`config.mk`:
```
export PLATFORM = sky130hd
export DESIGN_NAME = fetch_flat
export DESIGN_NICKNAME = d
export VERILOG_FILES = /design/src/rtl/fetch_pkg.sv /design/src/rtl/fetch_if.sv /design/src/rtl/fetch_fifo.sv /design/src/rtl/fetch.sv /design/src/flat_wrapper.sv
export SDC_FILE = /design/constraint.sdc
export NUM_CORES = 1
export LEC_CHECK = 0
export ABC_AREA = 0
export BUFFER_PORTS_ARGS = -buffer_cell sky130_fd_sc_hd__buf_2
export CAP_MARGIN = 40
export CELL_PAD_IN_SITES_DETAIL_PLACEMENT = 1
export CELL_PAD_IN_SITES_GLOBAL_PLACEMENT = 2
export CORE_MARGIN = 8
export CORE_UTILIZATION = 35
export CTS_CLUSTER_SIZE = 14
export DETAILED_ROUTE_END_ITERATION = 8
export GPL_ROUTABILITY_DRIVEN = 0
export PLACE_DENSITY_LB_ADDON = 0.1
export SLEW_MARGIN = 20
export SYNTH_ARGS = -nofsm -noshare
export SYNTH_HDL_FRONTEND = slang
export SYNTH_HIERARCHICAL = 1
export SYNTH_SLANG_ARGS = --single-unit
```
`constraint.sdc`:
```
create_clock -name clk_i -period 10.65 [get_ports clk_i]
set_input_delay 0 -clock clk_i [delete_from_list [all_inputs] [get_ports clk_i]]
set_output_delay 0 -clock clk_i [all_outputs]
set_load 0.005 [all_outputs]
```
`src/rtl/fetch_pkg.sv`:
```
// rtl/fetch_pkg.sv - shared pipeline types for the instruction-fetch stage
package fetch_pkg;

    localparam logic [31:0] NOP = 32'h0000_0013;

    typedef enum logic [1:0] {
        FS_IDLE  = 2'd0,
        FS_FETCH = 2'd1,
        FS_WAIT  = 2'd2
    } fetch_state;

    typedef struct packed {
        logic [31:0] pc;
        logic [31:0] instruction;
    } fetch_entry;

endpackage

```
`src/rtl/fetch_if.sv`:
```
// rtl/fetch_if.sv - instruction-memory request/grant/rvalid bus
interface fetch_if;

    logic        imem_req_o;
    logic [31:0] imem_addr_o;
    logic        imem_gnt_i;
    logic        imem_rvalid_i;
    logic [31:0] imem_rdata_i;

    modport master (
        output imem_req_o, imem_addr_o,
        input  imem_gnt_i, imem_rvalid_i, imem_rdata_i
    );

    modport slave (
        input  imem_req_o, imem_addr_o,
        output imem_gnt_i, imem_rvalid_i, imem_rdata_i
    );

endinterface

```
`src/rtl/fetch_fifo.sv`:
```
// rtl/fetch_fifo.sv - synchronous FIFO of fetched {pc, instruction} entries
module fetch_fifo
    import fetch_pkg::*;
#(
    parameter int  DEPTH = 2,
    localparam int CW    = $clog2(DEPTH + 1)
) (
    input  logic          clk_i,
    input  logic          n_rst,
    input  logic          push_i,
    input  logic          pop_i,
    input  logic          clear_i,
    input  fetch_entry    wdata_i,
    output fetch_entry    rdata_o,
    output logic          full_o,
    output logic          empty_o,
    output logic [CW-1:0] count_o
);

    localparam int PW = $clog2(DEPTH);

    fetch_entry    r_mem [DEPTH];
    logic [PW-1:0] r_wr_ptr;
    logic [PW-1:0] r_rd_ptr;
    logic [CW-1:0] r_count;
    logic          w_push;
    logic          w_pop;

    function automatic logic [PW-1:0] ptr_inc(input logic [PW-1:0] p);
        return (p == PW'(DEPTH - 1)) ? '0 : p + PW'(1);
    endfunction

    // A push into a full FIFO is only accepted alongside a pop, so live entries are never overwritten.
    assign w_push  = push_i & (~full_o | pop_i);
    assign w_pop   = pop_i & ~empty_o;
    assign full_o  = (r_count == CW'(DEPTH));
    assign empty_o = (r_count == '0);
    assign count_o = r_count;
    assign rdata_o = r_mem[r_rd_ptr];

    always_ff @(posedge clk_i or negedge n_rst) begin
        if (!n_rst) begin
            r_wr_ptr <= '0;
            r_rd_ptr <= '0;
            r_count  <= '0;
        end else if (clear_i) begin
            r_wr_ptr <= '0;
            r_rd_ptr <= '0;
            r_count  <= '0;
        end else begin
            if (w_push) r_wr_ptr <= ptr_inc(r_wr_ptr);
            if (w_pop)  r_rd_ptr <= ptr_inc(r_rd_ptr);
            r_count <= r_count + CW'(w_push) - CW'(w_pop);
        end
    end

    always_ff @(posedge clk_i) begin
        if (w_push && !clear_i) r_mem[r_wr_ptr] <= wdata_i;
    end

endmodule

```
`src/rtl/fetch.sv`:
```
// rtl/fetch.sv - instruction-fetch stage: PC, one-outstanding imem reads, output FIFO, redirect
module fetch
    import fetch_pkg::*;
#(
    parameter logic [31:0] RESET_PC   = 32'h0000_0000,
    parameter int          FIFO_DEPTH = 2
) (
    input  logic        clk_i,
    input  logic        n_rst,
    fetch_if.master     imem,
    input  logic        stall_i,
    input  logic        flush_i,
    input  logic [31:0] redirect_pc_i,
    output logic [31:0] instruction_o,
    output logic [31:0] pc_o,
    output logic        valid_o
);

    localparam int         CW       = $clog2(FIFO_DEPTH + 1);
    localparam logic [1:0] ST_IDLE  = FS_IDLE;
    localparam logic [1:0] ST_FETCH = FS_FETCH;
    localparam logic [1:0] ST_WAIT  = FS_WAIT;

    logic [1:0]  r_state;
    logic [31:0] r_pc;
    logic [31:0] r_req_pc;
    logic        r_discard;

    logic          w_rvalid_wait;
    logic          w_push;
    logic          w_pop;
    logic          w_req;
    logic          w_gnt;
    logic          w_fifo_full;
    logic          w_fifo_empty;
    logic [CW-1:0] w_count;
    logic [CW:0]   w_count_next;
    fetch_entry    w_wentry;
    fetch_entry    w_head;

    assign w_rvalid_wait = (r_state == ST_WAIT) & imem.imem_rvalid_i;
    assign w_push        = w_rvalid_wait & ~r_discard & ~flush_i;
    assign w_pop         = ~w_fifo_empty & ~stall_i & ~flush_i;
    assign w_count_next  = {1'b0, w_count} + (CW+1)'(w_push) - (CW+1)'(w_pop);
    assign w_wentry      = '{pc: r_req_pc, instruction: imem.imem_rdata_i};

    // Back-to-back issue in WAIT keys off the post-cycle occupancy so a zero-wait memory streams one word per cycle.
    always_comb begin
        w_req = 1'b0;
        if (!flush_i) begin
            case (r_state)
                ST_FETCH: w_req = ~w_fifo_full;
                ST_WAIT:  w_req = imem.imem_rvalid_i & ~r_discard &
                                  (w_count_next < (CW+1)'(FIFO_DEPTH));
                default:  w_req = 1'b0;
            endcase
        end
    end

    assign w_gnt            = w_req & imem.imem_gnt_i;
    assign imem.imem_req_o  = w_req;
    assign imem.imem_addr_o = r_pc;

    always_ff @(posedge clk_i or negedge n_rst) begin
        if (!n_rst) begin
            r_state   <= ST_IDLE;
            r_pc      <= RESET_PC;
            r_req_pc  <= '0;
            r_discard <= 1'b0;
        end else begin
            case (r_state)
                ST_IDLE:  r_state <= ST_FETCH;
                ST_FETCH: if (w_gnt) r_state <= ST_WAIT;
                ST_WAIT:  if (imem.imem_rvalid_i) r_state <= w_gnt ? ST_WAIT : ST_FETCH;
                default:  r_state <= ST_FETCH;
            endcase

            if (w_gnt) r_req_pc <= r_pc;

            if (flush_i)    r_pc <= {redirect_pc_i[31:2], 2'b00};
            else if (w_gnt) r_pc <= r_pc + 32'd4;

            // A flush with the response still in flight marks it stale; its rvalid is then swallowed.
            if (flush_i && (r_state == ST_WAIT) && !imem.imem_rvalid_i) r_discard <= 1'b1;
            else if (w_rvalid_wait)                                     r_discard <= 1'b0;
        end
    end

    fetch_fifo #(
        .DEPTH (FIFO_DEPTH)
    ) u_fifo (
        .clk_i   (clk_i),
        .n_rst   (n_rst),
        .push_i  (w_push),
        .pop_i   (w_pop),
        .clear_i (flush_i),
        .wdata_i (w_wentry),
        .rdata_o (w_head),
        .full_o  (w_fifo_full),
        .empty_o (w_fifo_empty),
        .count_o (w_count)
    );

    assign valid_o       = ~w_fifo_empty;
    assign instruction_o = w_fifo_empty ? NOP   : w_head.instruction;
    assign pc_o          = w_fifo_empty ? '0    : w_head.pc;

endmodule

```
`src/flat_wrapper.sv`:
```
// flat-port wrapper written by rule: the top's interface ports become plain ports
module fetch_flat import fetch_pkg::*;
#(
    parameter logic [31:0] RESET_PC   = 32'h0000_0000,
    parameter int          FIFO_DEPTH = 2
)
  (clk_i, n_rst, stall_i, flush_i, redirect_pc_i, instruction_o, pc_o, valid_o, imem_imem_req_o, imem_imem_addr_o, imem_imem_gnt_i, imem_imem_rvalid_i, imem_imem_rdata_i);
  fetch_if imem_i ();
  input  logic clk_i;
  input  logic n_rst;
  input  logic stall_i;
  input  logic flush_i;
  input  logic [31:0] redirect_pc_i;
  output logic [31:0] instruction_o;
  output logic [31:0] pc_o;
  output logic valid_o;
  output wire logic [$bits(imem_i.imem_req_o)-1:0] imem_imem_req_o;
  output wire logic [$bits(imem_i.imem_addr_o)-1:0] imem_imem_addr_o;
  input wire logic [$bits(imem_i.imem_gnt_i)-1:0] imem_imem_gnt_i;
  input wire logic [$bits(imem_i.imem_rvalid_i)-1:0] imem_imem_rvalid_i;
  input wire logic [$bits(imem_i.imem_rdata_i)-1:0] imem_imem_rdata_i;
  assign imem_imem_req_o = imem_i.imem_req_o;
  assign imem_imem_addr_o = imem_i.imem_addr_o;
  assign imem_i.imem_gnt_i = imem_imem_gnt_i;
  assign imem_i.imem_rvalid_i = imem_imem_rvalid_i;
  assign imem_i.imem_rdata_i = imem_imem_rdata_i;
  fetch #(.RESET_PC(RESET_PC), .FIFO_DEPTH(FIFO_DEPTH)) u_core (.clk_i(clk_i), .n_rst(n_rst), .imem(imem_i), .stall_i(stall_i), .flush_i(flush_i), .redirect_pc_i(redirect_pc_i), .instruction_o(instruction_o), .pc_o(pc_o), .valid_o(valid_o));
endmodule
```
==> Word level (Yosys, flattened, before mapping) <==
Memory sizes are Yosys's and may differ from the RTL's.
Index checks and enable logic that the tools add are counted.
{ "op_classes": {"add_sub_neg": 7, "order_cmp": 1, "n_eq_ne": 5, "mux": 21, "n_bitwise": 16, "n_reduce_logical": 11} }
{ "ops": {"columns": ["operator", "count"], "rows": [
  ["32-bit two-way mux", 4],
  ["32-bit by 3-bit adder with 32-bit output, second input constant", 1],
  ["1-bit two-way mux", 11],
  ["1-bit bitwise AND", 10],
  ["2-bit two-way mux", 4],
  ["2-bit nonzero test", 4],
  ["1-bit inverter", 5],
  ["2-bit equality test, second input constant", 2],
  ["2-bit case mux with 2 select lines", 1],
  ["2-bit by 1-bit adder with 3-bit output", 1],
  ["1-bit logical AND", 3],
  ["3-bit by 2-bit < comparator with 1-bit output, second input constant", 1],
  ["3-bit by 1-bit subtractor with 3-bit output", 1],
  ["1-bit adder, second input constant", 2],
  ["2-bit by 1-bit adder with 2-bit output", 1],
  ["2-bit by 1-bit equality test with 1-bit output, second input constant", 1],
  ["1-bit logical NOT", 2],
  ["2-bit logical NOT", 1],
  ["2-bit by 1-bit inequality test with 1-bit output, second input constant", 1],
  ["2-bit inequality test, second input constant", 1],
  ["1-bit case mux with 2 select lines", 1],
  ["2-bit AND reduction", 1],
  ["2-bit by 1-bit subtractor with 2-bit output", 1],
  ["1-bit OR", 1]
]} }
{ "word_totals": {"register_bits": 71, "mem_bits_rw": 128, "in_bits": 70, "output_inout_bits": 98, "elab_cells": 69, "n_memories": 1} }
{ "memory_table": {"columns": ["name", "words", "word_bits", "read_ports", "rd_ports_with_merged_regs", "write_ports", "line_no", "source"], "rows": [
  ["u_core.u_fifo.r_mem", 2, 64, 1, 0, 1, "fetch_fifo.sv:22", "fetch_entry r_mem [DEPTH];"]
]} }

==> Depth between registers and ports, before layout <==
Gate-level depths: netlist of the first run.
{ "logic_depth": {"depth_word": 14, "depth_mapped": 13, "mapped_depth_nobuf": 11} }

==> Cells and area by module <==
The synthesis of the first run kept the hierarchy.
{ "by_module_without_submodules": {"columns": ["mod", "n_inst", "cells_per_inst", "area_per_inst_um2", "seq_area_each_um2"], "rows": [
  ["fetch_fifo", 1, 224, 5076.1, 3943.8],
  ["fetch", 1, 367, 3667.3, 1576.5]
]} }

==> Least setup slack after synthesis of the first run <==
OpenSTA, ideal clock, no wires.
{ "synth_path": {"kind": "register to register", "startpoint": "register u_core.u_fifo.r_count[1], in the netlist u_core/u_fifo/count_o[1]", "endpoint": "memory u_core/u_fifo/r_mem[1][0] in the netlist's numbering, enable pin", "setup_ns": 0.578, "t_arrival_ns": 5.993, "t_required_ns": 10.072, "setup_slack_ns": 4.079, "path_stages_with_launch": 6, "n_path_buf": 1, "period_less_slack_ns": 6.571, "path_cell_list": "dfrtp_1 > nor2_1 > clkbuf_1 > nor3_1 > o21ai_4 > nor3b_1"} }
{ "synth_between": {"elab_chain_len": 9, "word_cells_on_any_way": 11, "cone_classes": "1 x eq/ne; 2 x mux; 6 x bitwise; 2 x reduce/logical"} }
{ "synth_rtl": {"columns": ["item", "line_no", "source"], "rows": [
  ["start: declaration", "fetch_fifo.sv:25", "logic [CW-1:0] r_count;"],
  ["start signal: assignment", "fetch_fifo.sv:53", "r_count <= r_count + CW'(w_push) - CW'(w_pop);"],
  ["2-bit logical NOT", "fetch_fifo.sv:37", "assign empty_o = (r_count == '0);"],
  ["net u_core.w_fifo_empty", "fetch.sv:35", "logic w_fifo_empty;"],
  ["1-bit inverter", "fetch.sv:43", "assign w_pop = ~w_fifo_empty & ~stall_i & ~flush_i;"],
  ["1-bit bitwise AND (2 in series)", "fetch.sv:43", null],
  ["net u_core.w_pop", "fetch.sv:31", "logic w_pop;"],
  ["1-bit OR", "fetch_fifo.sv:34", "assign w_push = push_i & (~full_o | pop_i);"],
  ["1-bit bitwise AND", "fetch_fifo.sv:34", null],
  ["1-bit logical AND", "fetch_fifo.sv:58", "if (w_push && !clear_i) r_mem[r_wr_ptr] <= wdata_i;"],
  ["1-bit two-way mux", "fetch_fifo.sv:58", null],
  ["1-bit two-way mux (not written as such)", "fetch_fifo.sv:58", null],
  ["end: declaration", "fetch_fifo.sv:22", null]
]} }
The timed path passes the listed nets, and every way through them passes these cells.

==> Worst setup path in the final report of the first run <==
{ "layout_path": {"startpoint": "register u_core.u_fifo.r_count[1], in the netlist u_core/u_fifo/count_o[1]", "endpoint": "register u_core.r_req_pc[25]"} }
{ "layout_between": {"elab_chain_len": 10, "word_cells_on_any_way": 13, "cone_classes": "2 x add/sub; 1 x order compare; 1 x eq/ne; 2 x mux; 6 x bitwise; 1 x reduce/logical"} }
{ "layout_rtl": {"columns": ["item", "line_no", "source"], "rows": [
  ["2-bit logical NOT", "fetch_fifo.sv:37", null],
  ["net u_core.w_fifo_empty", "fetch.sv:35", null],
  ["1-bit inverter", "fetch.sv:43", null],
  ["1-bit bitwise AND (2 in series)", "fetch.sv:43", null],
  ["net u_core.w_pop", "fetch.sv:31", null],
  ["3-bit by 1-bit subtractor with 3-bit output", "fetch.sv:44", "assign w_count_next = {1'b0, w_count} + (CW+1)'(w_push) - (CW+1)'(w_pop);"],
  ["3-bit by 2-bit < comparator with 1-bit output", "fetch.sv:54", "(w_count_next < (CW+1)'(FIFO_DEPTH));"],
  ["1-bit bitwise AND", "fetch.sv:53", "ST_WAIT: w_req = imem.imem_rvalid_i & ~r_discard &"],
  ["1-bit case mux with 2 select lines", "fetch.sv:51", "case (r_state)"],
  ["1-bit two-way mux", "fetch.sv:50", "if (!flush_i) begin"],
  ["1-bit bitwise AND", "fetch.sv:60", "assign w_gnt = w_req & imem.imem_gnt_i;"],
  ["end signal: assignment", "fetch.sv:78", "if (w_gnt) r_req_pc <= r_pc;"],
  ["end: declaration", "fetch.sv:26", "logic [31:0] r_req_pc;"]
]} }
The timed path passes the listed nets, and every way through them passes these cells.
A chain may end at the register's enable or synchronous reset.

==> out/metrics.cfg, run 1 <==
[layout]
multi_input_area_mm2 = 0.00303
synthToLayoutAreaGrowth_pct = 28.0
drive_gt1_share_pct = 37.2
nNetsFinal = 898
ff_latch_area_mm2 = 0.00552
antenna_cells = 0
fillers = 2589

[die]
die_area_mm2 = 0.0303
fp.dieW_um = 174
rows = 58
ios = 168
start_util_pct = 35.2
core_area_mm2 = 0.0248
die_h_um = 174

[worst_setup_path]
slowest_delay_ns = 0.69
worstPathCellList = nor2_4, nor3_1, ha_1, nand2b_1, fa_1, xor2_1, o32a_1, buf_4, or3_2, buf_12, mux2_4
cp-end-kind = register
critical_path_required_ns = 10.96
cpMaxStageDelayCell = or3_2
start_kind = register
crit_arrival_ns = 4.39
critPathMaxFanout = 31
worst-setup-path-type = register to register
crit_path_start = u_core/u_fifo/count_o[1]$_DFF_PN0_
r2r_start = u_core/u_fifo/count_o[1]$_DFF_PN0_

[logic_synthesis]
yosysTopAreaCell = edfxtp_1
ys.flop_type = edfxtp_1
synth_cell_types = 39
synth_top_cell_area_share_pct = 44.0
yosysWarnings = 6
syn_inst = 591
synth_most_common_cell = edfxtp_1
synth_common_cells = 128 x edfxtp_1, 78 x mux2_4, 67 x dfrtp_1
synth-seq-cells = 195
ys_seq_area_share_pct = 63.1
synth-async-reset-ratio_pct = 34.4
netlist_top_cells_area = edfxtp_1 44%, dfrtp_1 19%, mux2_4 13%, nor2b_1 4.7%, xnor2_1 2.8%
syn_avg_cell_area_um2 = 14.8
netlist_area_mm2 = 0.00874
synth-edff-count = 128

[pwr]
switching_share_pct = 26.1
pwr-share-seq_pct = 52.6
clockPowerShare_pct = 32.6
netSwitchingPower_uw = 489
power_frac_comb_pct = 14.7
p_int_uw = 1390
power_leakage_uw = 0.00457
power_density_mw_per_mm2 = 168
irDropWorstVdd_mv = 0.0856

[sta]
tightest_slew_ns = 0.754
slew-limit-headroom_pct = 49.8
rsz0062_at_grt = false
worst_slack_ns = 6.57
fin_crit_sh_pct = 38.3
hold_viol_final = 0
min_period_ns = 4.08
finalSetupViolations = 0
slew_violations = 0
fmax_ghz = 0.245
fin_skew_ns = 0.0142
whs_ns = 0.0162
setup_tns_ns = 0

[grt]
antenna_found_initial = 0
grt_pass1_vias = 6132
grt_max_degree = 71
track_usage_pct = 14.3
grt-ovfl-total = 0
grt_first_pass_wirelength_um = 34100

[clock_tree]
cts_sinks = 195
htree_levels = 4
worstSkewPairLatency_ns = 0.43
cts_hold_buf = 64
cts_resized = 0
cts-root-buf = clkbuf_16
cts_buffers = 17
clk_path_buf_depth = 2
clk_pin_slew_ns = 0.08
cts_tree = built
cts_setup_buffers = 0

[drt]
dr.first_iter.drc_count = 190
wirelength_um = 21300
dr_total_vias = 5416
vias_per_cell = 4.65
route.detailed.drc = 0
wl_per_cell_um = 18.3
dr.pass1.iters = 4
antenna_left = 0

[status]
status = finished clean

[placed_design]
place_hpwl_um = 14400
pre_cts_ws_ns = 6.55
port_buffers = 163

[worst_hold_path]
hp-class = input pin to asynchronous set/reset pin

[flow_run]
cap_viol_max_count = 0

[cells in the final DEF (no fill, tap or decap), types with 6 or more instances in the layout]
cell           synthesis  final
buf_2                  3    162
edfxtp_1             128    128
mux2_4                78     78
dfrtp_1               67     66
nor2b_1               65     65
dlygate4sd3_1          0     64
nand2_1               39     39
xnor2_1               28     28
o21ai_0               24     24
mux2_2                19     19
clkbuf_16              0     17
nor3_1                13     12
nand3_1               11     11
nor4_1                10     10
inv_1                  9      9
o21ai_1                8      8
buf_4                  2      7
nor2_1                 7      6
ha_1                   6      6
conb_1                 1      6
[final cells by class]
| class | count | share of cell area [%] |
|---|---|---|
| clock buffer | 18 | 3.83 |
| clock inverter | 14 | 1.24 |
| sequential | 195 | 49.4 |
| multi-input combinational | 360 | 27.1 |
| inverter | 9 | 0.302 |
| timing repair buffer | 238 | 14.5 |
| tap | 330 | 3.69 |
[critical path: cells and delay by family (launching register included)]
kind / cells / cell delay, ns
multiplexers: 1 / 0.31
flip-flops: 1 / 0.53
AO/OA/AOI/OAI: 1 / 0.34
buffers and inverters: 2 / 0.50
XOR/XNOR: 1 / 0.17
adder cells (fa/ha/maj): 2 / 0.72
AND/OR/NAND/NOR: 4 / 1.37
[state kept, by name, indices dropped and copies added, names as in the netlist]
| name | count |
|---|---|
| u_core/r_discard | 1 |
| u_core/u_fifo/r_rd_ptr | 1 |
| u_core/u_fifo/count_o | 2 |
| u_core/u_fifo/r_wr_ptr | 1 |
| u_core/u_fifo/r_mem | 128 |
| u_core/imem.imem_addr_o | 30 |
| u_core/r_req_pc | 30 |
| u_core/r_state | 2 |
[path summary, 6_finish.rpt]
check | to | cells after the start | slack [ns]
worst max-delay path | u_core/r_req_pc[25]$_DFFE_PN0P_ | 11 | 6.57
worst min-delay path | u_core/r_req_pc[18]$_DFFE_PN0P_ | 2 | 0.02
worst max register to register | u_core/r_req_pc[25]$_DFFE_PN0P_ | 11 | 6.57
worst min register to register | u_core/u_fifo/r_mem[1][50]$_DFFE_PP_ | 0 | 0.47
max in group asynchronous | u_core/u_fifo/r_rd_ptr$_DFFE_PN0P_ | 3 | 10.03
min in group clk_i | u_core/imem.imem_addr_o[5]$_DFFE_PN0P_ | 5 | 0.11
[power by group through the flow]
stage | clock network (uW) | registers (uW) | logic [uW]
2_1_floorplan | 0 | 978 | 185
4_1_cts | 637 | 989 | 281
3_5_place_dp | 0 | 1000 | 261
3_3_place_gp | 0 | 996 | 250
5_1_grt | 663 | 1000 | 304
6_report | 613 | 988 | 276
[routing by layer]
layer | wire length [um] | up-vias | track usage, %
met4 | 275 | 0 | 3.99
li1 | - | 2574 | -
met3 | 811 | 11 | 3.43
met5 | 0 | - | 0
met1 | 9500 | 2706 | 16.9
met2 | 10700 | 125 | 25.4
[per-stage QoR]
step	util, %	std cells	area, um2	power, uW
2_1_floorplan	-	596	8760	1160
3_3_place_gp	39.7	1063	9860	1250
4_1_cts	44.9	1162	11100	1910
5_1_grt	45.1	1164	11200	1970
6_report	45.1	1164	11200	1880
3_5_place_dp	40.0	1066	9930	1270
[cell families after synthesis]
group / synth area share [%]
flip-flops: 63.1
AND/OR/NAND/NOR: 11.4
multiplexers: 16.0
buffers and inverters: 2.66
AO/OA/AOI/OAI: 2.42
XOR/XNOR: 3.31
adder cells (fa/ha/maj): 1.09
other: 0.0429
Note: power is estimated with default switching activity, not from simulation.
==> inputs of run 2 (changes only) <==
Settings changed: ABC_AREA 0 to 1, CORE_UTILIZATION 35 to 30.
Clock period 10.65 ns to 3.7 ns, I/O delays scaled along.
==> out/metrics.cfg, run 2 <==
[status]
status = finished clean

[logic_synthesis]
yosysWarnings = 6
netlist_area_mm2 = 0.00903
synth_common_cells = 393 x nand2_1, 128 x edfxtp_1, 126 x inv_1
synth_most_common_cell = nand2_1
synth-edff-count = 128
synth-seq-cells = 195
synth_top_cell_area_share_pct = 42.5
synth-async-reset-ratio_pct = 34.4
syn_inst = 998
ys_seq_area_share_pct = 61.1
synth_cell_types = 34
yosysTopAreaCell = edfxtp_1
syn_avg_cell_area_um2 = 9.05
netlist_top_cells_area = edfxtp_1 43%, dfrtp_1 19%, nand2_1 16%, inv_1 5.2%, nor2_1 4.4%
ys.flop_type = edfxtp_1

[layout]
multi_input_area_mm2 = 0.00278
final_common_cell = nand2_1
fillers = 3530
regMostFlops = u_core/u_fifo/r_mem
largest_reg_flops = 128
synthToLayoutAreaGrowth_pct = 26.6
stdcell_area_mm2 = 0.0114
antenna_cells = 0
ff_latch_area_mm2 = 0.00552
final_cell_mix = 393 x nand2_1, 163 x buf_2, 128 x edfxtp_1
drive_gt1_share_pct = 18.5
nNetsFinal = 1303

[sta]
worst_slack_ns = 0.632
min_period_ns = 3.07
slew-limit-headroom_pct = 50.0
setup_tns_ns = 0
tightest_slew_ns = 0.750
fmax_ghz = 0.326
fin_skew_ns = 0.0150
rsz0062_at_grt = false
fin_crit_sh_pct = 82.9
slew_violations = 0
hold_viol_final = 0
finalSetupViolations = 0

[placed_design]
place_area_mm2 = 0.0102
port_buffers = 163
place_hpwl_um = 17600
pre_cts_ws_ns = 0.636

[drt]
dr_total_vias = 7036
wl_per_cell_um = 15.2
antenna_left = 0
wirelength_um = 24700
vias_per_cell = 4.32
dr.first_iter.drc_count = 208
route.detailed.drc = 0
dr.pass1.iters = 4

[worst_setup_path]
critPathMaxFanout = 19
cp-end-kind = register
worst-setup-path-type = register to register
crit_arrival_ns = 3.36
start_kind = register
critical_path_required_ns = 4.00

[pwr]
clockPowerShare_pct = 29.8
power_density_mw_per_mm2 = 493
power_frac_comb_pct = 18.0
pwr-share-seq_pct = 52.2
power_leakage_uw = 0.00540
p_int_uw = 3930
netSwitchingPower_uw = 1700
switching_share_pct = 30.2
irDropWorstVdd_mv = 0.293

[die]
fp.dieW_um = 190
ios = 168
start_util_pct = 30.5
die_h_um = 190
die_area_mm2 = 0.0359
core_area_mm2 = 0.0296
rows = 63

[clock_tree]
htree_levels = 4
clk_path_buf_depth = 2
cts_buffers = 17
cts_hold_buf = 66
worstSkewPairLatency_ns = 0.42
cts_setup_buffers = 0
cts_tree = built
clk_pin_slew_ns = 0.08
cts_sinks = 195
cts-root-buf = clkbuf_16
cts_resized = 0

[grt]
grt_pass1_vias = 7320
grt-ovfl-total = 0
grt_first_pass_wirelength_um = 39800
grt_max_degree = 66
track_usage_pct = 14.0
antenna_found_initial = 0

[flow_run]
cap_viol_max_count = 0

[worst_hold_path]
hp-class = input pin to register

[run 2: per-stage QoR]
stage                     hold WS (ns)  std cells  power [uW]  util [%]
after global routing            0.0848       1628        6000      38.6
after global placement           0.113       1529        3950      34.5
final                           0.0519       1628        5640      38.6
after detailed placement         0.118       1529        3980      34.5
after CTS                       0.0376       1626        5740      38.5
after floorplan                 -0.296       1003        3530         -
[run 2: area by class of cell]
type,count,area share (%)
Clock inverter,14,0.919
Multi-Input combinational cell,641,24.3
Clock buffer,17,3.72
Timing Repair Buffer,243,14.3
Sequential cell,195,48.3
Inverter,128,4.22
Tap cell,390,4.27
[run 2: cells by family after synthesis]
family / after synthesis / synth area share [%]
simple gates: 566 / 25.0
flops: 195 / 61.1
buf+inv: 167 / 8.41
compound gates: 52 / 3.42
xor+xnor: 10 / 0.969
fa+ha+maj: 7 / 1.05
other cells: 1 / 0.0415
[run 2: final timing paths]
check / start / to / slack (ns) / cells past startpoint
worst max-delay path: u_core/u_fifo/count_o[1]$_DFF_PN0_ / u_core/imem.imem_addr_o[25]$_DFFE_PN0P_ / 0.63 / 18
worst min-delay path: flush_i / u_core/u_fifo/r_rd_ptr$_DFFE_PN0P_ / 0.05 / 5
worst min register to register: u_core/r_req_pc[7]$_DFFE_PN0P_ / u_core/u_fifo/r_mem[1][39]$_DFFE_PP_ / 0.47 / 0
min in group asynchronous: n_rst / u_core/r_state[0]$_DFFE_PN0P_ / 0.44 / 3
worst max register to register: u_core/u_fifo/count_o[1]$_DFF_PN0_ / u_core/imem.imem_addr_o[25]$_DFFE_PN0P_ / 0.63 / 18
max in group asynchronous: n_rst / u_core/u_fifo/r_rd_ptr$_DFFE_PN0P_ / 2.58 / 5
[run 2: power groups by stage]
stage	Combinational [uW]	Sequential, uW	Clock (uW)
floorplan	640	2890	0
global placement	960	2990	0
detailed placement	981	3000	0
CTS	1040	2960	1750
global route	1180	3000	1820
finish	1010	2950	1680
[run 2: critical path, cell delays in order, from the launching register on]
cell and delay (ns):
dfrtp_1 0.48, inv_1 0.11, nand2_1 0.13, inv_2 0.05
nor3_1 0.16, buf_4 0.15, ha_1 0.22, inv_1 0.05
nand2_1 0.06, fa_1 0.50, inv_1 0.04, a21oi_1 0.12
nand3_1 0.10, nand2_2 0.10, nand3_4 0.11, nand2_4 0.21
inv_4 0.15, nand2_1 0.11, nand3_1 0.08
[run 2: routing by layer]
layer	up-vias	share of wire (%)	GRT usage (%)	wire, um
li1	3579	-	-	-
met1	3335	47	18.2	11700
met2	115	48	23.6	11800
met4	0	0.56	2.62	138
met5	-	0	0	0
met3	7	4.1	3.13	1010
